===== src/rtl/wash_cycle_sequencer.sv =====
// Washing-machine cycle sequencer: fill, wash, drain, N rinse passes and spin,
// with door pause/resume, abort-to-drain and fill/drain timeout fault.
module wash_cycle_sequencer #(
    parameter int CNT_W         = 8,
    parameter int WASH_T_QUICK  = 10,
    parameter int WASH_T_NORMAL = 20,
    parameter int WASH_T_HEAVY  = 40,
    parameter int RINSE_T       = 8,
    parameter int SPIN_T        = 16,
    parameter int N_RINSE       = 2,
    parameter int TMO_T         = 60
) (
    input  logic             clk,
    input  logic             rst,
    input  logic             start,
    input  logic             abort,
    input  logic [1:0]       mode,
    input  logic             door_closed,
    input  logic             water_full,
    input  logic             water_empty,
    output logic             water_valve,
    output logic             drain_valve,
    output logic [1:0]       motor,
    output logic             busy,
    output logic             done,
    output logic             fault,
    output logic [3:0]       state_o,
    output logic [CNT_W-1:0] rinse_cnt
);

    typedef enum logic [3:0] {
        IDLE        = 4'd0,
        FILL        = 4'd1,
        WASH        = 4'd2,
        DRAIN       = 4'd3,
        R_FILL      = 4'd4,
        RINSE       = 4'd5,
        R_DRAIN     = 4'd6,
        SPIN        = 4'd7,
        DONE        = 4'd8,
        PAUSE       = 4'd9,
        ABORT_DRAIN = 4'd10,
        FAULT       = 4'd11
    } state_t;

    localparam logic [CNT_W-1:0] ONE        = CNT_W'(1);
    localparam logic [CNT_W-1:0] SAT        = {CNT_W{1'b1}};
    localparam logic [CNT_W-1:0] QUICK_LAST = CNT_W'(WASH_T_QUICK - 1);
    localparam logic [CNT_W-1:0] NORM_LAST  = CNT_W'(WASH_T_NORMAL - 1);
    localparam logic [CNT_W-1:0] HEAVY_LAST = CNT_W'(WASH_T_HEAVY - 1);
    localparam logic [CNT_W-1:0] RINSE_LAST = CNT_W'(RINSE_T - 1);
    localparam logic [CNT_W-1:0] SPIN_LAST  = CNT_W'(SPIN_T - 1);
    localparam logic [CNT_W-1:0] TMO_LAST   = CNT_W'(TMO_T - 1);
    localparam logic [CNT_W-1:0] RINSE_N    = CNT_W'(N_RINSE);

    state_t           state, next, saved;
    logic [CNT_W-1:0] timer, tmo;
    logic [1:0]       mode_q;
    logic [CNT_W-1:0] wash_last;
    logic [CNT_W-1:0] rinse_nxt;
    logic             accept, rinse_inc;
    logic             pausable, tmo_state;
    logic             hold_cnt, clr_cnt;

    always_comb begin
        case (mode_q)
            2'b01:   wash_last = QUICK_LAST;
            2'b10:   wash_last = HEAVY_LAST;
            default: wash_last = NORM_LAST;
        endcase
    end

    assign rinse_nxt = (rinse_cnt == SAT) ? rinse_cnt : rinse_cnt + ONE;
    assign pausable  = state inside {FILL, WASH, R_FILL, RINSE, SPIN};
    assign tmo_state = state inside {FILL, R_FILL, DRAIN, R_DRAIN, ABORT_DRAIN};

    always_comb begin
        next      = state;
        accept    = 1'b0;
        rinse_inc = 1'b0;
        if (abort && state != IDLE && state != FAULT && state != ABORT_DRAIN) begin
            next = ABORT_DRAIN;
        end else if (!door_closed && pausable) begin
            next = PAUSE;
        end else if (tmo_state && tmo >= TMO_LAST) begin
            next = FAULT;
        end else begin
            case (state)
                IDLE:        if (start && door_closed) begin
                                 next   = FILL;
                                 accept = 1'b1;
                             end
                FILL:        if (water_full) next = WASH;
                WASH:        if (timer >= wash_last) next = DRAIN;
                DRAIN:       if (water_empty) next = R_FILL;
                R_FILL:      if (water_full) next = RINSE;
                RINSE:       if (timer >= RINSE_LAST) next = R_DRAIN;
                R_DRAIN:     if (water_empty) begin
                                 rinse_inc = 1'b1;
                                 next      = (rinse_nxt == RINSE_N) ? SPIN : R_FILL;
                             end
                SPIN:        if (timer >= SPIN_LAST) next = DONE;
                DONE:        next = IDLE;
                PAUSE:       if (door_closed) next = saved;
                ABORT_DRAIN: if (water_empty) next = IDLE;
                FAULT:       if (abort) next = IDLE;
                default:     next = IDLE;
            endcase
        end
    end

    // Counters keep running on the cycle that enters PAUSE and are held while
    // paused, so a resumed phase still totals its programmed length.
    assign hold_cnt = (state == PAUSE) && (next == PAUSE || next == saved);
    assign clr_cnt  = !hold_cnt && (next != state) && (next != PAUSE);

    always_ff @(posedge clk or negedge rst) begin
        if (!rst) begin
            state     <= IDLE;
            saved     <= IDLE;
            timer     <= '0;
            tmo       <= '0;
            mode_q    <= 2'b00;
            rinse_cnt <= '0;
        end else begin
            state <= next;
            if (next == PAUSE && state != PAUSE) saved <= state;
            if (accept) begin
                mode_q    <= mode;
                rinse_cnt <= '0;
            end else if (rinse_inc) begin
                rinse_cnt <= rinse_nxt;
            end
            if (clr_cnt) begin
                timer <= '0;
                tmo   <= '0;
            end else if (!hold_cnt) begin
                timer <= (timer == SAT) ? timer : timer + ONE;
                tmo   <= (tmo == SAT) ? tmo : tmo + ONE;
            end
        end
    end

    always_comb begin
        water_valve = 1'b0;
        drain_valve = 1'b0;
        motor       = 2'b00;
        case (state)
            FILL, R_FILL:                water_valve = 1'b1;
            WASH, RINSE:                 motor       = 2'b01;
            DRAIN, R_DRAIN, ABORT_DRAIN: drain_valve = 1'b1;
            SPIN: begin
                motor       = 2'b11;
                drain_valve = 1'b1;
            end
            default: ;
        endcase
    end

    assign busy    = (state != IDLE);
    assign done    = (state == DONE);
    assign fault   = (state == FAULT);
    assign state_o = state;

endmodule

===== config.mk =====
export PLATFORM = sky130hd
export DESIGN_NAME = wash_cycle_sequencer
export DESIGN_NICKNAME = d
export VERILOG_FILES = /design/src/rtl/wash_cycle_sequencer.sv
export SDC_FILE = /design/constraint.sdc
export NUM_CORES = 1
export LEC_CHECK = 0
export BUFFER_PORTS_ARGS = -buffer_cell sky130_fd_sc_hd__buf_2
export CAP_MARGIN = 20
export CORE_MARGIN = 2
export CORE_UTILIZATION = 40
export DETAILED_ROUTE_END_ITERATION = 10
export PLACE_DENSITY = 0.66
export REMOVE_ABC_BUFFERS = 1
export SLEW_MARGIN = 10
export SYNTH_ARGS = -nofsm -noshare
export SYNTH_HDL_FRONTEND = slang
export SYNTH_SLANG_ARGS = --single-unit

===== constraint.sdc =====
create_clock -name clk -period 3 [get_ports clk]
set_input_delay 0.15 -clock clk [delete_from_list [all_inputs] [get_ports clk]]
set_output_delay 0.15 -clock clk [all_outputs]
set_load 0.03 [all_outputs]

==> results.md <==
* Finished layout cell area at 0.00387 mm^2
* GR Util met1 at 29.9%
* Remaining routing DRC violations at 0
* Area growth syn-to-layout at 36.7%
* Port-buffer cells at 27
* Critical Path End Type: flip-flop
* CTS max path bufs at 2
* Clk_lat worst skew at 0.29 ns
* Max-Slew Margin vs Limit at 45.8%
* Multi-input gate area at 0.00198 mm^2
* Post-placement cell area at 0.00345 mm^2
* Fin crit period at 2.94 ns
* CTS Sinks at 34
* Detailed placement HPWL at 5.74 mm
* Outcome: complete, no violations
* Hold_ws at 0.0652 ns
* Post-Layout Cell Count at 519
* Hold Path Class: in -> reg
* Global route hottest layer: met2
* Max Cap Viol at 0
* Nets at 443
* Gp weighted congestion at 0.965
* Final Setup Violations at 0
* DRT iter0 DRCs at 203
* Final Hold Viols at 0
* Avg WL per Cell at 15.7 um
* Initial antenna violation count at 0
* Post-DRT Antenna Nets at 0
* Power per standard cell area at 808 mW/mm^2
* Number of global-route vias before repair at 2,677
* Synth Warn # at 0
* Unique masters post-synth at 68
* Synth area leaders: dfrtp_1 30%, ha_1 4.9%, a21oi_1 4.4%, o21ai_0 3.7%, nand2_1 3.4%
* Slew Viols, Final at 0
* PnR Total Power at 3.13 mW
* Tcrit/Tclk final at 98.1%
* Fillers at 633
* Yosys reg bits at 34
* Final design utilization at 56.7%
* Synthesized cell area at 0.00284 mm^2
* Initial Utilization at 41.5%
* Die height at 88.2 um
* DRT Pass-1 Iters at 4
* M2 GR Usage at 32.7%
* I/O Pins at 28
* Pin count of the biggest net entering global routing at 35
* Setup CP Type: reg -> reg
* Tot GR Track Use at 20.7%
* Syn Inst Count at 333
* P_leak at 1.73 nW
* Clk root buf: clkbuf_8
* Die width at 88.2 um
* Required @ worst endpoint at 3.22 ns
* Final WL at 8.14 mm
* Number of flops mapped to enable cells by yosys at 0
* Setup slack after layout at 0.0576 ns
* Post-synth top flop: dfrtp_1
* Total number of vias at 2,889
* Tightest Pin Transition at 0.813 ns
* Die area at 0.00778 mm^2
* Max Fclk at 340 MHz
* Sequential fraction of the synthesis area at 30.0%
* CTS tree: built
* Post-Place Setup Slack at -0.140 ns
* Skew final at 0.00796 ns
* RSZ-0062 raised after global routing: yes
* Ys async rst share at 100%
* Reg area at 855 um^2
* Top-area cell type share of the netlist area at 30.0%
* Via density at 5.57
* Placement Rows at 30
* Core area at 0.00683 mm^2
* First-pass GRT wire length at 12.7 mm
* Total negative slack at 0 ns
* GRT met3 Usage at 2.73%
* Clock buffer count from CTS at 5
* Crit path arrival time at 3.16 ns
* Global route overflow at 0
* Avg Inst Size Synth at 8.51 um^2
* N_diodes at 0
* Crit-path max FO at 5
* Layout cells sized above 1 at 38.5%
* Cells after DPL at 496
* VDD IR max at 0.349 mV
* H-Tree Depth at 2
* Yosys top cell by area: dfrtp_1
* CTS clk-pin slew, worst paths at 0.07 ns
* Critical Path Source Type: flip-flop
==> synth_stat cells (4+ instances only) <==
master,n
clkbuf_1,4
nor2b_1,7
inv_1,16
ha_1,11
o21ai_0,21
nand3b_1,4
o21bai_1,6
buf_4,5
a2bb2oi_1,6
a21o_1,5
mux2i_1,9
and3_1,10
a211oi_1,7
buf_2,9
a211oi_2,4
nand2b_1,7
or2_2,5
nor2_1,23
nor3_1,7
dfrtp_1,34
a21oi_1,25
nand3_1,12
nand2_1,26
==> worst paths after layout <==
check / from / endpoint / slack (ns) / depth (start not counted)
setup / recovery: rinse_cnt[1] / tmo[1] / 0.06 / 10
hold / removal: mode[1] / mode_q[1] / 0.07 / 3
setup reg to reg: rinse_cnt[1] / tmo[1] / 0.06 / 10
hold reg to reg: saved[3] / saved[3] / 0.56 / 1
max in group asynchronous: rst / state_o[3] / 1.94 / 2
min in group asynchronous: rst / mode_q[0] / 0.49 / 2
==> sequential cells by signal, indices dropped and copies added, names as in the netlist <==
signal and cells:
tmo 8, mode_q 2, timer 8, state_o 4, rinse_cnt 8, saved 4
==> placed cells by master (no fill, tap or decap), types with 6 or more instances in the layout <==
master	n
dfrtp_1	31
a211oi_2	7
a2bb2oi_1	6
buf_4	67
mux2i_1	9
ha_1	8
and3_1	8
inv_1	14
nor2b_1	6
nand2b_1	7
nand3_1	11
nand2_1	26
o21bai_1	6
buf_2	27
a21oi_1	24
o21ai_0	17
nor2_1	23
==> timing repair <==
item	4_1_cts	5_1_grt
hold buffers	1	0
pin swaps	2	18
setup endpoints to repair	16	16
hold endpoints to repair	34	0
setup buffers	1	12
gates resized for setup	11	37
gates cloned	0	2
==> metal layers <==
layer | wire length, um | share of wire (%)
met1 | 3760 | 46
met2 | 3880 | 48
met3 | 400 | 4.9
met4 | 97 | 1.2
met5 | 0 | 0
==> final cells by class <==
class,count,area share [%]
Clock buffer,7,1.97
Inverter,16,1.55
Multi-Input combinational cell,263,51.1
Sequential cell,34,22.1
Tap cell,96,3.10
Timing Repair Buffer,103,20.2
==> cells by family after synthesis <==
group | Yosys count | share of synthesized area (%)
simple gates | 129 | 25.7
xor+xnor | 4 | 1.24
mux | 10 | 3.57
buf+inv | 36 | 6.35
compound gates | 109 | 28.2
flops | 34 | 30.0
fa+ha+maj | 11 | 4.85
==> worst max-delay path, cell delays in order (launching register included) <==
cell and delay [ns]:
dfrtp_1 0.41, ha_4 0.19, or2_2 0.28, a211oi_1 0.31
o22ai_2 0.15, or3_4 0.38, a21oi_4 0.19, and3b_2 0.26
a31o_4 0.16, nor2b_1 0.33, a32o_1 0.23
==> power by group <==
group / switching [mW] / internal [mW]
Sequential: 0.111 / 0.542
Combinational: 1.08 / 1.08
Clock: 0.163 / 0.160
Total: 1.35 / 1.78
Power figures use the tool's default switching activity.
